## config.mk

```make
export PLATFORM = sky130hd
export DESIGN_NAME = instruction_encoder
export DESIGN_NICKNAME = d
export VERILOG_FILES = /design/src/rtl/riscv_pkg.sv /design/src/rtl/instruction_encoder_range_checker.sv /design/src/rtl/instruction_encoder.sv
export SDC_FILE = /design/constraint.sdc
export NUM_CORES = 1
export LEC_CHECK = 0
export CAP_MARGIN = 30
export CORE_AREA = 2 2 84 86
export DETAILED_ROUTE_END_ITERATION = 8
export DIE_AREA = 0 0 86 88
export GPL_TIMING_DRIVEN = 0
export MAX_ROUTING_LAYER = met4
export PLACE_DENSITY = 0.94
export SYNTH_ARGS = -nofsm -noshare
export SYNTH_HDL_FRONTEND = slang
export SYNTH_SLANG_ARGS = --single-unit
```

## constraint.sdc

```tcl
create_clock -name clk -period 5.2 [get_ports clk]
set_input_delay 0.78 -clock clk [delete_from_list [all_inputs] [get_ports clk]]
set_output_delay 0.78 -clock clk [all_outputs]
set_load 0.02 [all_outputs]
```

## src/rtl/riscv_pkg.sv

```systemverilog
// Shared RV32I field widths, instruction formats and encoder FSM states.
package RISCV_PKG;

  localparam int INSTRUCTION_SIZE = 32;
  localparam int IMMEDIATE_SIZE   = 32;
  localparam int OPCODE_SIZE      = 7;
  localparam int REG_ADDR_SIZE    = 5;
  localparam int FUNCT3_SIZE      = 3;
  localparam int FUNCT7_SIZE      = 7;

  typedef enum logic [2:0] {
    FMT_R = 3'd0,
    FMT_I = 3'd1,
    FMT_S = 3'd2,
    FMT_B = 3'd3,
    FMT_U = 3'd4,
    FMT_J = 3'd5
  } instr_format_t;

  typedef enum logic [1:0] {
    ST_IDLE = 2'd0,
    ST_RUN  = 2'd1,
    ST_FULL = 2'd2
  } encoder_state_t;

endpackage

```

## src/rtl/instruction_encoder_range_checker.sv

```systemverilog
// Decides whether an immediate can be represented exactly by the chosen
// instruction format, so the packed word decodes back to the same value.
module immediate_range_checker
  import RISCV_PKG::*;
(
  input  logic [2:0]                Format,
  input  logic [IMMEDIATE_SIZE-1:0] Immediate,
  output logic                      Legal
);

  logic w_upper11Same;
  logic w_upper12Same;
  logic w_upper20Same;
  logic w_lowZero;
  logic w_even;

  assign w_upper11Same = (&Immediate[31:11]) | ~(|Immediate[31:11]);
  assign w_upper12Same = (&Immediate[31:12]) | ~(|Immediate[31:12]);
  assign w_upper20Same = (&Immediate[31:20]) | ~(|Immediate[31:20]);
  assign w_lowZero     = ~(|Immediate[11:0]);
  assign w_even        = ~Immediate[0];

  // Pick the rule for the incoming format; encodings 6 and 7 are never legal
  always_comb begin
    Legal = 1'b0;
    case (Format)
      FMT_R:        Legal = 1'b1;
      FMT_I, FMT_S: Legal = w_upper11Same;
      FMT_B:        Legal = w_upper12Same && w_even;
      FMT_U:        Legal = w_lowZero;
      FMT_J:        Legal = w_upper20Same && w_even;
      default:      Legal = 1'b0;
    endcase
  end

endmodule

```

## src/rtl/instruction_encoder.sv

```systemverilog
// Packs decoded RV32I fields into instruction words and streams each legal
// word out with a sequential instruction-memory byte address.
module instruction_encoder
  import RISCV_PKG::*;
#(
  parameter int          IMEM_DEPTH = 256,
  parameter logic [31:0] BASE_ADDR  = 32'h0000_0000
) (
  input  logic                          clk,
  input  logic                          reset,
  input  logic                          Start,
  input  logic                          InValid,
  output logic                          InReady,
  input  logic [2:0]                    Format,
  input  logic [OPCODE_SIZE-1:0]        Opcode,
  input  logic [REG_ADDR_SIZE-1:0]      Rd,
  input  logic [REG_ADDR_SIZE-1:0]      Rs1,
  input  logic [REG_ADDR_SIZE-1:0]      Rs2,
  input  logic [FUNCT3_SIZE-1:0]        Funct3,
  input  logic [FUNCT7_SIZE-1:0]        Funct7,
  input  logic [IMMEDIATE_SIZE-1:0]     Immediate,
  output logic                          OutValid,
  input  logic                          OutReady,
  output logic [INSTRUCTION_SIZE-1:0]   Instruction,
  output logic [31:0]                   Address,
  output logic                          ImmError,
  output logic                          Full
);

  localparam int IDX_W = $clog2(IMEM_DEPTH);
  localparam logic [IDX_W-1:0] LAST_IDX = IDX_W'(IMEM_DEPTH - 1);

  encoder_state_t r_state;
  encoder_state_t w_nextState;

  logic [IDX_W-1:0]            r_index;
  logic                        r_outValid;
  logic                        r_immError;
  logic [INSTRUCTION_SIZE-1:0] r_instr;
  logic [31:0]                 r_addr;

  logic                        w_legal;
  logic                        w_inReady;
  logic                        w_accept;
  logic                        w_lastWord;
  logic [INSTRUCTION_SIZE-1:0] w_packed;
  logic [31:0]                 w_addr;

  immediate_range_checker u_rangeChecker (
    .Format    (Format),
    .Immediate (Immediate),
    .Legal     (w_legal)
  );

  assign w_inReady  = (r_state == ST_RUN) && (!r_outValid || OutReady);
  assign w_accept   = InValid && w_inReady && !Start;
  assign w_lastWord = (r_index == LAST_IDX);
  assign w_addr     = BASE_ADDR + (32'(r_index) << 2);

  // Scatter the immediate and register fields into the RV32I bit layout of the format
  always_comb begin
    w_packed = '0;
    case (Format)
      FMT_R:   w_packed = {Funct7, Rs2, Rs1, Funct3, Rd, Opcode};
      FMT_I:   w_packed = {Immediate[11:0], Rs1, Funct3, Rd, Opcode};
      FMT_S:   w_packed = {Immediate[11:5], Rs2, Rs1, Funct3, Immediate[4:0], Opcode};
      FMT_B:   w_packed = {Immediate[12], Immediate[10:5], Rs2, Rs1, Funct3,
                           Immediate[4:1], Immediate[11], Opcode};
      FMT_U:   w_packed = {Immediate[31:12], Rd, Opcode};
      FMT_J:   w_packed = {Immediate[20], Immediate[10:1], Immediate[11],
                           Immediate[19:12], Rd, Opcode};
      default: w_packed = '0;
    endcase
  end

  // Session state register
  always_ff @(posedge clk or posedge reset) begin
    if (reset) begin
      r_state <= ST_IDLE;
    end else begin
      r_state <= w_nextState;
    end
  end

  // Start always reopens a session; accepting the last legal word closes it
  always_comb begin
    w_nextState = r_state;
    if (Start) begin
      w_nextState = ST_RUN;
    end else if ((r_state == ST_RUN) && w_accept && w_legal && w_lastWord) begin
      w_nextState = ST_FULL;
    end
  end

  // Output word register, word index and sticky drop flag; a new word may load while the old one drains
  always_ff @(posedge clk or posedge reset) begin
    if (reset) begin
      r_outValid <= 1'b0;
      r_instr    <= '0;
      r_addr     <= BASE_ADDR;
      r_immError <= 1'b0;
      r_index    <= '0;
    end else if (Start) begin
      r_outValid <= 1'b0;
      r_immError <= 1'b0;
      r_index    <= '0;
    end else begin
      if (w_accept && w_legal) begin
        r_instr    <= w_packed;
        r_addr     <= w_addr;
        r_outValid <= 1'b1;
        r_index    <= r_index + 1'b1;
      end else if (OutReady) begin
        r_outValid <= 1'b0;
      end
      if (w_accept && !w_legal) begin
        r_immError <= 1'b1;
      end
    end
  end

  assign InReady     = w_inReady;
  assign OutValid    = r_outValid;
  assign Instruction = r_instr;
  assign Address     = r_addr;
  assign ImmError    = r_immError;
  assign Full        = (r_state == ST_FULL);

endmodule

```

After elaboration in Yosys (flattened, before gate mapping) --
Index checks and enable logic that the tools add are counted.
Operators by class: $add $sub $neg 1, muxes and demuxes 11, reduce and logical (&&, ||, !) cells 28, bitwise logic cells 9, eq/ne operators 8
Operator list (number):
- one-hot mux 32 bit (6 select lines) | 1
- OR reduction 12 bit | 2
- AND reduction 21 bit | 1
- OR reduction 21 bit | 1
- AND reduction 20 bit | 1
- OR reduction 20 bit | 1
- two-way mux 8 bit | 2
- AND reduction 12 bit | 1
- logical AND 1 bit | 10
- adder 8 x 1 -> 8 bit (second input constant) | 1
- equality test 8 bit (second input constant) | 1
- equality test 3 x 2 -> 1 bit (second input constant) | 2
- equality test 3 bit (second input constant) | 2
- inverter 1 bit | 6
- nonzero test 2 bit | 3
- two-way mux 1 bit | 5
- one-hot mux 1 bit (5 select lines) | 1
- two-way mux 2 bit | 2
- equality test 3 x 1 -> 1 bit (second input constant) | 1
- logical NOT 1 bit | 3
- logical NOT 3 bit | 1
- OR 1 bit | 3
- nonzero test 3 bit | 1
- equality test 2 x 1 -> 1 bit (second input constant) | 1
- 4 further kinds | 4
Storage, ports and cells: input bits 72, logic and storage cells 63, register bits after elaboration 52, output and inout port bits 68

Logic depth before layout (Yosys ltp) --
Gate-level depths: netlist (run 1).
word-level depth 10, mapped depth 10, gate-level depth less buffers 7

Cells and area by module --
A second synthesis (run 1) with hierarchy kept.
Second synthesis, totals: cells, all modules 330, area, all modules 2984.1 um^2
Modules (own cells, without submodules):
- instruction_encoder | cells each 300, times used 1, sequential area each 1301.2 um^2, area each 2787.7 um^2
- immediate_range_checker | cells each 30, times used 1, sequential area each 0.0 um^2, area each 196.4 um^2

Least setup slack after synthesis (run 1) --
OpenSTA, ideal clock, no wires.
kind input -> register, start input port Format[0], end register r_addr[2] (netlist: Address[2]), stages on the path 9, required time 5.075 ns, arrival 2.409 ns, path slack 2.666 ns, cell sequence nor2b_1 buf_4 a2bb2o_1 a2bb2oi_1 o221ai_2 nand2_2 buf_6 buf_2 mux2_2
Between the ends: cells in the longest elaborated chain, start to end 5
RTL lines:
- from (decl) | RTL line instruction_encoder.sv:14 | input logic [2:0] Format,
- equality test 3 x 1 -> 1 bit or equality test 3 x 2 -> 1 bit (tied branches) | RTL line instruction_encoder_range_checker.sv:26 | case (Format)
- OR reduction 2 bit | RTL line instruction_encoder_range_checker.sv:26
- one-hot mux 1 bit (5 select lines) (*) | RTL line instruction_encoder_range_checker.sv:26
- logical AND 1 bit (*) | RTL line instruction_encoder.sv:108 | if (w_accept && w_legal) begin
- AND reduction 2 bit (no source line) (*)
- to (signal assigned) | RTL line instruction_encoder.sv:110 | r_addr <= w_addr;
- to (decl) | RTL line instruction_encoder.sv:40 | logic [31:0] r_addr;
Every way passes the cells marked *; elsewhere a longest branch is shown, timed or not. A chain may end at the register's enable or synchronous reset.

Worst setup path after layout (run 1) --
start input port Format[2], end register r_index[7]
Between the ends: cells in the longest elaborated chain, start to end 5
RTL lines:
- equality test 3 x 1 -> 1 bit or equality test 3 x 2 -> 1 bit (tied branches) | RTL line instruction_encoder_range_checker.sv:26
- OR reduction 2 bit | RTL line instruction_encoder_range_checker.sv:26
- one-hot mux 1 bit (5 select lines) (*) | RTL line instruction_encoder_range_checker.sv:26
- logical AND 1 bit (*) | RTL line instruction_encoder.sv:108
- nonzero test 2 bit (no source line) (*)
- to (signal assigned) | RTL line instruction_encoder.sv:112 | r_index <= r_index + 1'b1;
- to (decl) | RTL line instruction_encoder.sv:36 | logic [IDX_W-1:0] r_index;
Marked as above.

==> impl_results.html, run 1 <==
<table>
<tr><th>Metric</th><th>Value</th></tr>
<tr><th colspan="2">Run status</th></tr>
<tr><td>Result of the run</td><td>finished clean</td></tr>
<tr><th colspan="2">Logic synthesis</th></tr>
<tr><td>Dominant synthesized flop cell</td><td>sky130_fd_sc_hd__dfrtp_1</td></tr>
<tr><td>Cell area after technology mapping</td><td>0.00295 sq mm</td></tr>
<tr><td>Cell with the most instances after synthesis</td><td>sky130_fd_sc_hd__dfrtp_1</td></tr>
<tr><td>Post-Synthesis Mean Instance Area</td><td>9.29 sq um</td></tr>
<tr><td>Most area-hungry cell type in the Yosys netlist</td><td>sky130_fd_sc_hd__dfrtp_1</td></tr>
<tr><td>Synth cell count leaders</td><td>52 x sky130_fd_sc_hd__dfrtp_1, 31 x sky130_fd_sc_hd__o21ai_0, 30 x sky130_fd_sc_hd__nand2_1</td></tr>
<tr><td>Cells after synthesis</td><td>317</td></tr>
<tr><td>Unique masters post-synth</td><td>42</td></tr>
<tr><td>Number of enable-type register cells in the synthesized netlist</td><td>0</td></tr>
<tr><td>Count of warnings emitted by yosys</td><td>0</td></tr>
<tr><td>Top-area cell type share of the netlist area</td><td>44.2%</td></tr>
<tr><td>Number of storage elements in the synthesis netlist</td><td>52</td></tr>
<tr><td>Share of flip-flops with an asynchronous set or reset</td><td>100%</td></tr>
<tr><td>Leading cell types by total area after synthesis</td><td>sky130_fd_sc_hd__dfrtp_1 44%, sky130_fd_sc_hd__mux2_2 6.5%, sky130_fd_sc_hd__buf_4 6.4%, sky130_fd_sc_hd__mux2i_1 5.8%, sky130_fd_sc_hd__o21ai_0 5.3%</td></tr>
<tr><td>Share of the yosys chip area belonging to registers</td><td>44.2%</td></tr>
<tr><th colspan="2">Floorplan</th></tr>
<tr><td>Placement row count</td><td>30</td></tr>
<tr><td>Die Height</td><td>88 um</td></tr>
<tr><td>Area of the die</td><td>0.00757 sq mm</td></tr>
<tr><td>Count of boundary I/O pins</td><td>140</td></tr>
<tr><td>Standard cell core area</td><td>0.00664 sq mm</td></tr>
<tr><td>Die width</td><td>86 um</td></tr>
<tr><td>Initial core utilization</td><td>44.3%</td></tr>
<tr><th colspan="2">Setup path</th></tr>
<tr><td>Worst Setup Path Type</td><td>input pin to flop</td></tr>
<tr><td>WP data required</td><td>5420 ps</td></tr>
<tr><td>Critical Path Slowest Stage Cell</td><td>sky130_fd_sc_hd__clkdlybuf4s50_1</td></tr>
<tr><td>Count of cells along the worst register-to-register path</td><td>8</td></tr>
<tr><td>Number of buffers and inverters on the critical path</td><td>3</td></tr>
<tr><td>Crit path capture type</td><td>flop</td></tr>
<tr><td>Cell chain of the critical path</td><td>clkdlybuf4s50_1 -&gt; buf_2 -&gt; nor2b_1 -&gt; o21ai_0 -&gt; o221ai_2 -&gt; nand2_2 -&gt; buf_6 -&gt; or4_1 -&gt; a21oi_1</td></tr>
<tr><td>Critical path startpoint category</td><td>input pin</td></tr>
<tr><td>Maximum fanout encountered on the critical timing path</td><td>10</td></tr>
<tr><td>Worst stage delay on the critical path</td><td>500 ps</td></tr>
<tr><td>Critical path arrival</td><td>3280 ps</td></tr>
<tr><td>CP Depth</td><td>9</td></tr>
<tr><td>Largest delay share family, worst path</td><td>simple AND/OR/NAND/NOR gates</td></tr>
<tr><th colspan="2">Global routing</th></tr>
<tr><td>GRT Total Usage</td><td>23.3%</td></tr>
<tr><td>Largest net degree at the start of global routing</td><td>28</td></tr>
<tr><td>First-pass GRT wire length</td><td>13300 um</td></tr>
<tr><td>Aggregate global routing overflow</td><td>0</td></tr>
<tr><td>Number of global-route vias before repair</td><td>2664</td></tr>
<tr><td>Number of antenna violations at the first check in global routing</td><td>0</td></tr>
<tr><th colspan="2">Drt</th></tr>
<tr><td>Via count</td><td>2857</td></tr>
<tr><td>Average detailed-routed wire length per instance</td><td>15.6 um</td></tr>
<tr><td>Antenna Nets Post-Route</td><td>0</td></tr>
<tr><td>Total detailed-routing wirelength</td><td>8480 um</td></tr>
<tr><td>Detailed-route vias per instance</td><td>5.25</td></tr>
<tr><td>Number of iterations in the first detailed-routing pass</td><td>7</td></tr>
<tr><td>DRC violations left</td><td>0</td></tr>
<tr><td>Drt initial violations</td><td>116</td></tr>
<tr><th colspan="2">CTS</th></tr>
<tr><td>Count of clock tree sinks</td><td>52</td></tr>
<tr><td>Post-cts sizing count</td><td>0</td></tr>
<tr><td>H-tree levels</td><td>2</td></tr>
<tr><td>Clock transition at the registers of the reported paths</td><td>90 ps</td></tr>
<tr><td>TritonCTS Buffers</td><td>5</td></tr>
<tr><td>Clock latency of the later-clocked register in the worst-skew pair</td><td>310 ps</td></tr>
<tr><td>Maximum count of clock buffers along a single path</td><td>2</td></tr>
<tr><td>Post-cts hold buffer count</td><td>0</td></tr>
<tr><td>TritonCTS clock tree</td><td>built</td></tr>
<tr><td>Root buffer selected by CTS</td><td>sky130_fd_sc_hd__clkbuf_8</td></tr>
<tr><td>Count of buffers added by post-CTS timing repair for setup</td><td>0</td></tr>
<tr><th colspan="2">Timing</th></tr>
<tr><td>RSZ-0062 raised after global routing</td><td>no</td></tr>
<tr><td>Crit share post-route</td><td>59.0%</td></tr>
<tr><td>Total count of hold-check failures in the final report</td><td>0</td></tr>
<tr><td>Final critical delay including setup and external delays</td><td>3070 ps</td></tr>
<tr><td>Max Freq</td><td>326 MHz</td></tr>
<tr><td>Final slew viol count</td><td>0</td></tr>
<tr><td>Number of failing setup endpoints in the final timing report</td><td>0</td></tr>
<tr><td>Transition time at the pin with the least slew margin</td><td>703 ps</td></tr>
<tr><td>Relative slew slack</td><td>53.1%</td></tr>
<tr><td>Setup TNS Final</td><td>0 ps</td></tr>
<tr><td>Skew final</td><td>6.41 ps</td></tr>
<tr><th colspan="2">Finish</th></tr>
<tr><td>Fraction of layout instances using a drive strength above 1</td><td>12.9%</td></tr>
<tr><td>Combined area of the multi-input logic cells</td><td>0.00145 sq mm</td></tr>
<tr><td>Nets</td><td>536</td></tr>
<tr><td>Area used by sequential logic in the layout</td><td>0.00130 sq mm</td></tr>
<tr><td>Number of filler instances in the final layout</td><td>552</td></tr>
<tr><td>Inserted Diodes</td><td>0</td></tr>
<tr><td>Area added between synthesis and finish</td><td>49.4%</td></tr>
<tr><td>Final Util</td><td>66.2%</td></tr>
<tr><td>Non-filler cells, final</td><td>544</td></tr>
<tr><th colspan="2">Hold path</th></tr>
<tr><td>Path type of the worst min-delay path</td><td>flop to flop</td></tr>
<tr><td>Cell count of the worst hold path</td><td>2</td></tr>
<tr><th colspan="2">Place</th></tr>
<tr><td>Half-perimeter wire length of the detailed placement result</td><td>6850 um</td></tr>
<tr><td>Inst Count DP</td><td>536</td></tr>
<tr><td>Placer's final routability congestion estimate</td><td>0.900</td></tr>
<tr><td>Quantity of I/O buffers inserted on ports</td><td>115</td></tr>
<tr><th colspan="2">Job</th></tr>
<tr><td>Max-cap viol count</td><td>0</td></tr>
<tr><th colspan="2">Pwr</th></tr>
<tr><td>Power Dens Cells</td><td>257 mW/mm^2</td></tr>
<tr><td>Design Power</td><td>0.00113 W</td></tr>
<tr><td>Largest vdd supply drop</td><td>0.122 mV</td></tr>
<tr><td>Pleak</td><td>1.91 nW</td></tr>
</table>
==> stage by stage <==
stage	area (sq um)	hold WS [ps]	worst slack (ps)
final	4400	493	2130
after floorplan	3030	465	2670
after global routing	4400	526	1960
after CTS	4400	499	2170
after global placement	4280	463	1870
after detailed placement	4300	476	1830
==> registers in the layout (all words and copies together), names as in the netlist <==
signal       cells
Instruction     32
r_index          8
Address          8
OutValid         1
r_state          2
ImmError         1
==> final timing paths <==
check	start	endpoint	slack, ps
min in group asynchronous	reset	OutValid	850
min	Instruction[29]	Instruction[29]	490
min reg2reg	Instruction[29]	Instruction[29]	490
max	Format[2]	r_index[7]	2130
max in group asynchronous	reset	Instruction[6]	3810
max reg2reg	OutValid	r_index[7]	3200
==> report_power, final <==
group          switching [W]  leakage, nW  total [W]  internal [W]
clock network       0.000135       0.0434   0.000243      0.000108
logic               0.000196         1.18   0.000397      0.000201
registers          0.0000312        0.683   0.000491      0.000459
==> cell families after synthesis <==
| group | count (synthesis) | synth area share [%] |
|---|---|---|
| AND/OR/NAND/NOR | 104 | 17.5 |
| AO/OA/AOI/OAI | 75 | 15.2 |
| flip-flops | 52 | 44.2 |
| buffers and inverters | 48 | 9.69 |
| multiplexers | 34 | 12.3 |
| XOR/XNOR | 2 | 0.595 |
| adder cells (fa/ha/maj) | 1 | 0.425 |
| other | 1 | 0.127 |
==> layout by cell type (no fill, tap or decap), types with 2 or more instances in the layout <==
cell and n:
sky130_fd_sc_hd__inv_1 5, sky130_fd_sc_hd__buf_1 2, sky130_fd_sc_hd__nand4_1 6, sky130_fd_sc_hd__o21ai_0 31, sky130_fd_sc_hd__conb_1 24, sky130_fd_sc_hd__o31ai_1 3, sky130_fd_sc_hd__nand2_1 30, sky130_fd_sc_hd__nor2_1 25
sky130_fd_sc_hd__clkdlybuf4s50_1 115, sky130_fd_sc_hd__mux2i_1 17, sky130_fd_sc_hd__or4_1 4, sky130_fd_sc_hd__a221oi_1 4, sky130_fd_sc_hd__a31oi_1 2, sky130_fd_sc_hd__buf_2 3, sky130_fd_sc_hd__buf_4 25, sky130_fd_sc_hd__clkinvlp_4 2
sky130_fd_sc_hd__or3_1 2, sky130_fd_sc_hd__a2bb2oi_1 2, sky130_fd_sc_hd__nor4_1 6, sky130_fd_sc_hd__nor4_2 2, sky130_fd_sc_hd__nand2b_1 2, sky130_fd_sc_hd__clkbuf_1 11, sky130_fd_sc_hd__clkbuf_8 6, sky130_fd_sc_hd__nor2b_1 14
sky130_fd_sc_hd__mux2_2 17, sky130_fd_sc_hd__nor3_1 2, sky130_fd_sc_hd__dfrtp_1 52, sky130_fd_sc_hd__nand3_1 9, sky130_fd_sc_hd__a21oi_1 23
==> metal layers <==
metal	track usage [%]	vias to the layer above	share of wire (%)	wire length (um)
met5	-	-	0	0
met4	6.35	0	1.6	133
met3	4.90	12	8.6	731
met2	39.4	149	50	4210
met1	28.2	1331	40	3410
li1	-	1365	-	-
==> worst reg2reg max path: cells and delay by family, from the launching register on <==
family / cells / cell delay, ps
buffers and inverters: 1 / 160
AOI/OAI and AO/OA: 1 / 190
DFF: 1 / 400
and+or+nand+nor: 6 / 1170
==> area by class of cell <==
type | count | area share [%]
plain buffers | 42 | 5.97
clock buffers | 6 | 1.88
clock inverters | 2 | 0.341
inverters | 6 | 0.512
multi-input cells | 240 | 32.8
flip-flops and latches | 52 | 29.6
well taps | 80 | 2.27
repair buffers | 116 | 26.6
Note: power is estimated with default switching activity, not from simulation.
==> inputs of run 2 (changes only) <==
--- a/config.mk
+++ b/config.mk
@@ -6,12 +6,12 @@
 export NUM_CORES = 1
 export LEC_CHECK = 0
 export CAP_MARGIN = 30
-export CORE_AREA = 2 2 84 86
+export CORE_AREA = 2 2 93 95
 export DETAILED_ROUTE_END_ITERATION = 8
-export DIE_AREA = 0 0 86 88
+export DIE_AREA = 0 0 95 97
 export GPL_TIMING_DRIVEN = 0
 export MAX_ROUTING_LAYER = met4
-export PLACE_DENSITY = 0.94
+export PLACE_DENSITY = 0.83
 export SYNTH_ARGS = -nofsm -noshare
 export SYNTH_HDL_FRONTEND = slang
 export SYNTH_SLANG_ARGS = --single-unit
==> constraint.sdc (replaced) <==
create_clock -name clk -period 2.8 [get_ports clk]
set_input_delay 0.42 -clock clk [delete_from_list [all_inputs] [get_ports clk]]
set_output_delay 0.42 -clock clk [all_outputs]
set_load 0.02 [all_outputs]
==> impl_results.html, run 2 (synthesis results as in run 1) <==
<table>
<tr><th>Metric</th><th>Value</th></tr>
<tr><th colspan="2">Run status</th></tr>
<tr><td>Result of the run</td><td>finished clean (unchanged)</td></tr>
<tr><th colspan="2">Setup path</th></tr>
<tr><td>Startpoint of the worst setup timing path</td><td>Immediate[25] (was Format[2])</td></tr>
<tr><td>Crit path capture type</td><td>flop (unchanged)</td></tr>
<tr><td>WP data required</td><td>3020 ps (was 5420 ps)</td></tr>
<tr><td>Critical path startpoint category</td><td>input pin (unchanged)</td></tr>
<tr><td>Critical Path Slowest Stage Cell</td><td>sky130_fd_sc_hd__or4_1 (was sky130_fd_sc_hd__clkdlybuf4s50_1)</td></tr>
<tr><td>Maximum fanout encountered on the critical timing path</td><td>10 (unchanged)</td></tr>
<tr><td>Worst Setup Path Type</td><td>input pin to flop (unchanged)</td></tr>
<tr><td>Cell chain of the critical path</td><td>clkdlybuf4s50_1 -&gt; nor4_1 -&gt; nand3_1 -&gt; a2bb2oi_1 -&gt; o221ai_2 -&gt; nand2_2 -&gt; buf_6 -&gt; or4_1 -&gt; a21oi_1 (was clkdlybuf4s50_1 -&gt; buf_2 -&gt; nor2b_1 -&gt; o21ai_0 -&gt; o221ai_2 -&gt; nand2_2 -&gt; buf_6 -&gt; or4_1 -&gt; a21oi_1)</td></tr>
<tr><td>Count of cells along the worst register-to-register path</td><td>8 (unchanged)</td></tr>
<tr><td>Origin of the critical flop-to-flop path</td><td>OutValid (unchanged)</td></tr>
<tr><td>Worst stage delay on the critical path</td><td>510 ps (was 500 ps)</td></tr>
<tr><td>Critical path arrival</td><td>2830 ps (was 3280 ps)</td></tr>
<tr><th colspan="2">Pwr</th></tr>
<tr><td>Design Power</td><td>0.00209 W (was 0.00113 W)</td></tr>
<tr><td>Largest vdd supply drop</td><td>0.181 mV (was 0.122 mV)</td></tr>
<tr><td>Switching share of power</td><td>30.9% (was 32.0%)</td></tr>
<tr><td>Int Power</td><td>0.00145 W (was 0.000768 W)</td></tr>
<tr><td>Pleak</td><td>1.94 nW (was 1.91 nW)</td></tr>
<tr><td>Seq pwr share</td><td>43.4% (about the same)</td></tr>
<tr><td>Switching component of the power</td><td>0.000647 W (was 0.000362 W)</td></tr>
<tr><td>Power Dens Cells</td><td>471 mW/mm^2 (was 257 mW/mm^2)</td></tr>
<tr><td>Share of total power in the clock network</td><td>21.5% (about the same)</td></tr>
<tr><td>Portion of total power attributed to combinational logic</td><td>35.0% (was 35.1%)</td></tr>
<tr><th colspan="2">Finish</th></tr>
<tr><td>Inserted Diodes</td><td>0 (unchanged)</td></tr>
<tr><td>Fraction of layout instances using a drive strength above 1</td><td>13.1% (was 12.9%)</td></tr>
<tr><td>Flip-flop count of the largest register, all copies and words added</td><td>32 (unchanged)</td></tr>
<tr><td>Number of filler instances in the final layout</td><td>773 (was 552)</td></tr>
<tr><td>Area added between synthesis and finish</td><td>50.9% (was 49.4%)</td></tr>
<tr><td>Nets</td><td>537 (was 536)</td></tr>
<tr><td>Leading cell types in the layout, fill and taps excluded</td><td>114 x sky130_fd_sc_hd__clkdlybuf4s50_1, 52 x sky130_fd_sc_hd__dfrtp_1, 31 x sky130_fd_sc_hd__o21ai_0 (was 115 x sky130_fd_sc_hd__clkdlybuf4s50_1, 52 x sky130_fd_sc_hd__dfrtp_1, 31 x sky130_fd_sc_hd__o21ai_0)</td></tr>
<tr><td>Non-filler cells, final</td><td>569 (was 544)</td></tr>
<tr><td>Final Util</td><td>54.6% (was 66.2%)</td></tr>
<tr><td>Most common cell after layout, fill and taps aside</td><td>sky130_fd_sc_hd__clkdlybuf4s50_1 (unchanged)</td></tr>
<tr><th colspan="2">CTS</th></tr>
<tr><td>Post-cts hold buffer count</td><td>0 (unchanged)</td></tr>
<tr><td>TritonCTS Buffers</td><td>5 (unchanged)</td></tr>
<tr><td>Count of clock tree sinks</td><td>52 (unchanged)</td></tr>
<tr><td>Maximum count of clock buffers along a single path</td><td>2 (unchanged)</td></tr>
<tr><td>Clock transition at the registers of the reported paths</td><td>90 ps (about the same)</td></tr>
<tr><td>Clock latency of the later-clocked register in the worst-skew pair</td><td>290 ps (was 310 ps)</td></tr>
<tr><td>TritonCTS clock tree</td><td>built (unchanged)</td></tr>
<tr><td>Root buffer selected by CTS</td><td>sky130_fd_sc_hd__clkbuf_8 (unchanged)</td></tr>
<tr><td>H-tree levels</td><td>2 (unchanged)</td></tr>
<tr><th colspan="2">Floorplan</th></tr>
<tr><td>Standard cell core area</td><td>0.00813 sq mm (was 0.00664 sq mm)</td></tr>
<tr><td>Die Height</td><td>97 um (was 88 um)</td></tr>
<tr><td>Area of the die</td><td>0.00922 sq mm (was 0.00757 sq mm)</td></tr>
<tr><td>Die width</td><td>95 um (was 86 um)</td></tr>
<tr><td>Count of boundary I/O pins</td><td>140 (unchanged)</td></tr>
<tr><td>Placement row count</td><td>33 (was 30)</td></tr>
<tr><td>Initial core utilization</td><td>36.2% (was 44.3%)</td></tr>
<tr><th colspan="2">Global routing</th></tr>
<tr><td>First-pass GRT wire length</td><td>13800 um (was 13300 um)</td></tr>
<tr><td>Largest net degree at the start of global routing</td><td>40 (was 28)</td></tr>
<tr><td>Number of antenna violations at the first check in global routing</td><td>0 (unchanged)</td></tr>
<tr><td>Number of global-route vias before repair</td><td>2831 (was 2664)</td></tr>
<tr><td>GRT Total Usage</td><td>19.3% (was 23.3%)</td></tr>
<tr><td>Aggregate global routing overflow</td><td>0 (unchanged)</td></tr>
<tr><th colspan="2">Timing</th></tr>
<tr><td>RSZ-0062 raised after global routing</td><td>no (unchanged)</td></tr>
<tr><td>Setup TNS Final</td><td>0 ps (unchanged)</td></tr>
<tr><td>Skew final</td><td>8.03 ps (was 6.41 ps)</td></tr>
<tr><td>Max Freq</td><td>384 MHz</td></tr>
<tr><td>Relative slew slack</td><td>54.4% (was 53.1%)</td></tr>
<tr><td>Number of failing setup endpoints in the final timing report</td><td>0 (unchanged)</td></tr>
<tr><td>Final slew viol count</td><td>0 (unchanged)</td></tr>
<tr><td>Crit share post-route</td><td>93.1%</td></tr>
<tr><td>Transition time at the pin with the least slew margin</td><td>683 ps (was 703 ps)</td></tr>
<tr><td>Final critical delay including setup and external delays</td><td>2610 ps</td></tr>
<tr><td>Total count of hold-check failures in the final report</td><td>0 (unchanged)</td></tr>
<tr><th colspan="2">Hold path</th></tr>
<tr><td>Path type of the worst min-delay path</td><td>input pin to asynchronous set/reset pin (was flop to flop)</td></tr>
<tr><th colspan="2">Drt</th></tr>
<tr><td>Detailed-route vias per instance</td><td>5.00 (was 5.25)</td></tr>
<tr><td>Via count</td><td>2844 (was 2857)</td></tr>
<tr><td>Number of iterations in the first detailed-routing pass</td><td>4 (was 7)</td></tr>
<tr><td>Average detailed-routed wire length per instance</td><td>14.9 um (was 15.6 um)</td></tr>
<tr><td>Total detailed-routing wirelength</td><td>8490 um (was 8480 um)</td></tr>
<tr><td>DRC violations left</td><td>0 (unchanged)</td></tr>
<tr><td>Drt initial violations</td><td>108 (was 116)</td></tr>
<tr><td>Antenna Nets Post-Route</td><td>0 (unchanged)</td></tr>
<tr><th colspan="2">Job</th></tr>
<tr><td>Max-cap viol count</td><td>0 (unchanged)</td></tr>
<tr><th colspan="2">Place</th></tr>
<tr><td>Inst Count DP</td><td>561 (was 536)</td></tr>
<tr><td>Half-perimeter wire length of the detailed placement result</td><td>6950 um (was 6850 um)</td></tr>
<tr><td>Placer's final routability congestion estimate</td><td>0.886 (was 0.900)</td></tr>
<tr><td>Quantity of I/O buffers inserted on ports</td><td>115 (unchanged)</td></tr>
</table>
run 2: repair_timing:
item	CTS	global route
setup endpoints to repair	0	33
buffers inserted	0	1
gates resized for setup	0	4
run 2: stage by stage:
stage                     setup slack (ps)  instance area [sq um]  hold WS [ps]
after global routing                  69.2                   4440           441
final                                  194                   4440           397
after CTS                             60.5                   4430           404
after detailed placement              -258                   4330           472
after floorplan                        626                   3030           465
after global placement                -211                   4310           463
run 2: final timing paths:
path                              endpoint  slack (ps)
max                             r_index[7]         190
min                        Instruction[13]         400
max reg2reg                     r_index[7]         850
min reg2reg                Instruction[17]         490
max in group asynchronous  Instruction[11]        1900
min in group clk           Instruction[17]         490
run 2: final cells by class:
cell class	count	area (sq um)	area share (%)
buffer	42	267	6.00
clock buffer	7	96.3	2.17
inverter	6	22.5	0.507
multi-input combinational	240	1450	32.5
sequential	52	1300	29.3
tap	105	131	2.96
timing repair buffer	117	1180	26.6
run 2: power groups by stage:
stage          Sequential, W  Clock, W  Combinational (W)
2_1_floorplan        0.00105         0           0.000223
3_3_place_gp        0.000922         0           0.000720
3_5_place_dp        0.000926         0           0.000736
4_1_cts             0.000911  0.000468           0.000738
5_1_grt             0.000925  0.000506           0.000789
6_report            0.000910  0.000451           0.000734
run 2: critical path, delay by kind of cell:
kind / cells / cell delay (ps)
buf+inv: 2 / 630
compound gates: 3 / 580
simple gates: 4 / 1180
run 2: metal layers:
metal  track usage, %  wire length, um  vias to the layer above
met2             35.1             4600                      125
met1             21.8             3330                     1348
met3             3.82              504                        6
li1                 -                -                     1365
met4             3.68               55                        0
met5                -                0                        -
